## config.mk

```make
export PLATFORM = sky130hd
export DESIGN_NAME = calc_display_driver
export DESIGN_NICKNAME = d
export VERILOG_FILES = /design/src/rtl/calc_display_driver.sv
export SDC_FILE = /design/constraint.sdc
export NUM_CORES = 1
export LEC_CHECK = 0
export CORE_ASPECT_RATIO = 1.75
export CORE_MARGIN = 5
export CORE_UTILIZATION = 43
export DETAILED_ROUTE_END_ITERATION = 16
export PLACE_DENSITY = 0.59
export SLEW_MARGIN = 25
export SYNTH_ARGS = -nofsm -noshare
export SYNTH_HDL_FRONTEND = slang
export SYNTH_SLANG_ARGS = --single-unit
```

## constraint.sdc

```tcl
create_clock -name clk -period 5.05 [get_ports clk]
set_input_delay 1.2625 -clock clk [delete_from_list [all_inputs] [get_ports clk]]
set_output_delay 1.2625 -clock clk [all_outputs]
set_load 0.05 [all_outputs]
```

## src/rtl/calc_display_driver.sv

```systemverilog
// Converts a signed 16-bit result to sign + 5 BCD digits (iterative double-dabble)
// and scans them onto a 6-digit common-cathode display. Define DISP_LZB_EN for leading-zero blanking.
module calc_display_driver #(
    parameter int SCAN_DIV   = 1000,
    parameter int NUM_DIGITS = 6
) (
    input  logic                  clk,
    input  logic                  RST,
    input  logic [15:0]           value_in,
    input  logic                  load,
    output logic                  busy,
    output logic                  done,
    output logic [6:0]            seg,
    output logic [NUM_DIGITS-1:0] an
);

    typedef enum logic [1:0] {IDLE, ABS, CONV, LATCH} state_t;

    state_t      state_q, state_d;
    logic [15:0] val_q, val_d;
    logic        sign_q, sign_d;
    logic [15:0] mag_q, mag_d;
    logic [19:0] bcd_q, bcd_d;
    logic [4:0]  cnt_q, cnt_d;
    logic [19:0] dig_q, dig_d;
    logic        dsign_q, dsign_d;
    logic [15:0] pre_q, pre_d;
    logic [2:0]  idx_q, idx_d;
    logic [NUM_DIGITS-1:0] an_q, an_d;
    logic [6:0]  seg_q, seg_d;

    function automatic logic [19:0] dd_adj(input logic [19:0] b);
        logic [19:0] r;
        r = b;
        for (int i = 0; i < 5; i++)
            if (r[i*4 +: 4] >= 4'd5) r[i*4 +: 4] = r[i*4 +: 4] + 4'd3;
        return r;
    endfunction

    function automatic logic [6:0] dec7(input logic [3:0] n);
        case (n)
            4'd0: dec7 = 7'h3F;
            4'd1: dec7 = 7'h06;
            4'd2: dec7 = 7'h5B;
            4'd3: dec7 = 7'h4F;
            4'd4: dec7 = 7'h66;
            4'd5: dec7 = 7'h6D;
            4'd6: dec7 = 7'h7D;
            4'd7: dec7 = 7'h07;
            4'd8: dec7 = 7'h7F;
            4'd9: dec7 = 7'h6F;
            default: dec7 = 7'h00;
        endcase
    endfunction

    function automatic logic [6:0] seg_of(input logic [2:0] idx, input logic [19:0] d, input logic s);
        logic [3:0] n;
        logic       blank;
        blank = 1'b0;
        case (idx)
            3'd0: n = d[3:0];
            3'd1: n = d[7:4];
            3'd2: n = d[11:8];
            3'd3: n = d[15:12];
            3'd4: n = d[19:16];
            default: n = 4'hF;
        endcase
`ifdef DISP_LZB_EN
        // A digit is blank when it and every digit above it are zero; digit 0 never blanks.
        case (idx)
            3'd1: blank = (d[19:4]  == 16'd0);
            3'd2: blank = (d[19:8]  == 12'd0);
            3'd3: blank = (d[19:12] == 8'd0);
            3'd4: blank = (d[19:16] == 4'd0);
            default: blank = 1'b0;
        endcase
`endif
        if (idx == 3'd5)  return s ? 7'h40 : 7'h00;
        else if (blank)   return 7'h00;
        else              return dec7(n);
    endfunction

    always_comb begin
        state_d = state_q;
        val_d   = val_q;
        sign_d  = sign_q;
        mag_d   = mag_q;
        bcd_d   = bcd_q;
        cnt_d   = cnt_q;
        dig_d   = dig_q;
        dsign_d = dsign_q;
        case (state_q)
            IDLE: if (load) begin
                val_d   = value_in;
                state_d = ABS;
            end
            ABS: begin
                sign_d  = val_q[15];
                mag_d   = val_q[15] ? (~val_q + 16'd1) : val_q;
                bcd_d   = '0;
                cnt_d   = '0;
                state_d = CONV;
            end
            CONV: begin
                {bcd_d, mag_d} = {dd_adj(bcd_q), mag_q} << 1;
                cnt_d = cnt_q + 5'd1;
                if (cnt_q == 5'd15) state_d = LATCH;
            end
            LATCH: begin
                dig_d   = bcd_q;
                dsign_d = sign_q;
                state_d = IDLE;
            end
            default: state_d = IDLE;
        endcase
    end

    // an/seg are registered from next-state index and digits so they always move together.
    always_comb begin
        pre_d = pre_q + 16'd1;
        idx_d = idx_q;
        if (pre_q == 16'(SCAN_DIV - 1)) begin
            pre_d = '0;
            idx_d = (idx_q == 3'd5) ? 3'd0 : idx_q + 3'd1;
        end
        an_d  = NUM_DIGITS'(1) << idx_d;
        seg_d = seg_of(idx_d, dig_d, dsign_d);
    end

    always_ff @(posedge clk or posedge RST) begin
        if (RST) begin
            state_q <= IDLE;
            val_q   <= '0;
            sign_q  <= 1'b0;
            mag_q   <= '0;
            bcd_q   <= '0;
            cnt_q   <= '0;
            dig_q   <= '0;
            dsign_q <= 1'b0;
            pre_q   <= '0;
            idx_q   <= '0;
            an_q    <= NUM_DIGITS'(1);
            seg_q   <= 7'h3F;
        end else begin
            state_q <= state_d;
            val_q   <= val_d;
            sign_q  <= sign_d;
            mag_q   <= mag_d;
            bcd_q   <= bcd_d;
            cnt_q   <= cnt_d;
            dig_q   <= dig_d;
            dsign_q <= dsign_d;
            pre_q   <= pre_d;
            idx_q   <= idx_d;
            an_q    <= an_d;
            seg_q   <= seg_d;
        end
    end

    assign busy = (state_q != IDLE);
    assign done = (state_q == LATCH);
    assign seg  = seg_q;
    assign an   = an_q;

endmodule

```

==> results.txt <==
Static Leak - 3.06 nW
reg2reg path depth - 9
pin count of the biggest net entering global routing - 67
Via-to-Cell Ratio - 5.45
Hold Path Origin - dig_q[4]
Final Hold Fails - 0
HPWL after DPL - 8640 um
Tot Pwr - 3.66 mW
post-synthesis sequential area ratio - 49.1%
DR pass1 iterations - 4
Synth Flop Type - dfrtp_1
Reg2Reg Setup Slack - 1.81 ns
worst r2r src - pre_q[4]
drt drc - 0
Die ar. - 15900 sq um
GRT Overall Usage - 16.5%
critical path cell sequence - inv_1 -> ha_1 -> inv_1 -> clkdlybuf4s50_1
Clock power frac - 35.3%
layout cells sized above 1 - 16.7%
cell mode on critical path - inv_1
PnR worst setup slack - 1.80 ns
Placeable Area - 13300 sq um
total wire length - 12300 um
Initial Utilization - 43.4%
Post-synth EDFFs - 0
worst skew pair latency - 0.41 ns
Hold EP - dig_q[4]
Fmax achieved - 308 MHz
gp weighted congestion - 0.822
CTS Sinks - 113
CTS Root Buffer Type - clkbuf_16
number of cells on the critical path - 4
CP bufs+invs - 3
post-CTS resize count - 0
Boundary Pins - 34
final setup fails - 0
synthesized flop and latch total - 113
Layout area overhead - 19.7%
Antenna diodes - 0
unrepaired setup endpoints after global routing - false
dominant cell type by area after synthesis - dfrtp_1
Avg Cell Area, Syn - 10.7 sq um
CP Capture Type - primary output
Antenna Violating Nets Remaining - 0
Comb pwr share - 30.5%
Worst-Margin Slew - 0.928 ns
Pwr Density - 530 nW/um^2
total CTS buffers - 17
max-slew violations - 0
peak supply drop - 339 uV
Pint - 2.49 mW
Rel. slew slack - 37.9%
max_cap viols - 0
Vert. Die Dim - 163 um
YS warnings - 0
Site Rows - 56
via count - 4147
startpoint types - register
first-pass GRT wire length - 21100 um
Worst Path Required - 3.79 ns
post-route setup TNS - 0 ns
ys async rst share - 100%
PortBufs - 33
Max Root-Sink Buffers - 2
clock tree from TritonCTS - yes
final period utilization - 64.3%
clk slew on worst S/H paths - 0.05 ns
sequential power share - 34.3%
NetSw - 1.17 mW
syn nets - 581
fin crit period - 3.25 ns
Hold/Removal Path Class - reg2reg
Routed WL per cell - 16.1 um
area share of the largest cell type after synthesis - 45.9%
vias in the first global route - 4282
Overflow after GRT - 0
Worst path max stage delay - 0.80 ns
fin nets - 616
die width - 97.6 um
Synth cell types - 60
H-tree levels - 4
Hold Crit Depth - 2
Post-Syn Instances - 539
Crit-path slowest cell - clkdlybuf4s50_1
status - completed
CP max FO - 4
DR iter-0 viols - 168
Core Util, Final - 51.9%
Setup Slack @ Placement - 1.83 ns
CP Class - reg2out
initial antenna violation count - 0
synthesized area - 5770 sq um
largest cells by area after synthesis - dfrtp_1 46%, mux2_2 9.2%, ha_1 5.0%
Largest delay share family, worst path - buffers and inverters
Hold Buf Count CTS - 0
crit path DAT - 1.99 ns
clock skew - 0.0114 ns
FF-to-FF End - seg[5]
Switching Share - 32.0%
Setup Buffers After CTS - 0
[placed cells by master (no fill, tap or decap), types with 4 or more instances in the layout]
master             n
dfrtp_1          106
nand2_1           52
mux2_2            47
o21ai_0           39
clkdlybuf4s50_1   33
nor2_1            29
inv_1             28
ha_1              23
xor2_1            19
clkbuf_16         17
mux2i_1           14
a21oi_1           14
xnor2_1           14
nand3_1           13
o22ai_1           11
o31ai_1           10
nand2b_1           8
nor3_1             7
dfstp_2            7
a22o_1             6
nor3b_1            6
buf_4              6
and3_1             5
bufinv_16          5
a32o_1             4
or3_1              4
nor4_1             4
clkinv_2           4
[kinds of logic (layout without fill, tap and decap cells)]
group / Yosys count / in the layout / share of synthesized area, %
and+or+nand+nor: 146 / 146 / 12.9
DFF: 113 / 113 / 49.1
AOI/OAI and AO/OA: 109 / 109 / 12.8
muxes: 61 / 61 / 11.6
buffers and inverters: 54 / 102 / 3.64
xor gates and xnor gates: 33 / 33 / 5.01
adders and majority gates: 23 / 23 / 4.98
[registers in the layout, summed over array words and instances (netlist names)]
signal	flops
idx_q	3
mag_q	16
dig_q	20
val_q	16
dsign_q	1
an	6
sign_q	1
pre_q	16
seg	7
cnt_q	5
state_q	2
bcd_q	20
[stage by stage]
stage | hold WS (ns) | cells | instance area, sq um
floorplan | 0.444 | 539 | 5770
global placement | 0.468 | 729 | 6280
detailed placement | 0.469 | 729 | 6280
CTS | 0.485 | 761 | 6910
global route | 0.513 | 761 | 6910
finish | 0.484 | 761 | 6910
[final cells by class]
class / instances / area (sq um)
well taps: 174 / 218
repair buffers: 39 / 375
flip-flops and latches: 113 / 2840
clock buffers: 21 / 450
clock inverters: 11 / 185
fillers: 1216 / 6400
multi-input cells: 372 / 2730
inverters: 31 / 119
[power groups by stage]
stage,clock network [mW],registers (mW),logic [mW]
after global placement,0,1.27,1.11
after CTS,1.32,1.26,1.14
after floorplan,0,1.26,0.861
after global routing,1.37,1.28,1.25
after detailed placement,0,1.27,1.13
final,1.29,1.26,1.12
[per-layer routing]
metal	GRT usage, %	up-vias	part of all wire, %
li1	-	1983	-
met3	3.85	23	2.8
met1	18.3	2061	40
met5	0	-	0
met2	29.6	80	55
met4	7.56	0	2.4
[synth_stat cells (all sizes together) (2+ instances only)]
cell and number:
nand2b 8, a221o 2, o31ai 10, o21ai 39, a32o 4, inv 29, a22o 6, and3 5
or3 5, dfrtp 106, o221ai 2, nand3 13, nand2 52, ha 23, a21oi 14, xnor2 14
o32ai 2, nor3b 7, nor4 5, buf 4, a311oi 2, o41ai 3, nor2 29, nor3 7
mux2i 14, clkbuf 19, a21boi 3, clkinv 2, o22ai 11, and4 2, a21o 3, nand4 3
xor2 19, nor2b 2, dfstp 7, mux2 47
[worst min-delay path, stage by stage, from the launching register on]
cell	delay (ns)
dfrtp_1	0.32
mux2i_1	0.08
inv_1	0.06
[how the worst max path moves through the flow]
stage	slack (ns)	startpoint	end
2_1_floorplan	0.81	RST	an[1]
3_3_place_gp	1.89	pre_q[4]	seg[5]
3_5_place_dp	1.83	pre_q[4]	seg[6]
4_1_cts	1.77	state_q[0]	busy
5_1_grt	1.60	pre_q[4]	seg[5]
6_report	1.80	state_q[0]	busy
Note: power is estimated with default switching activity, not from simulation.
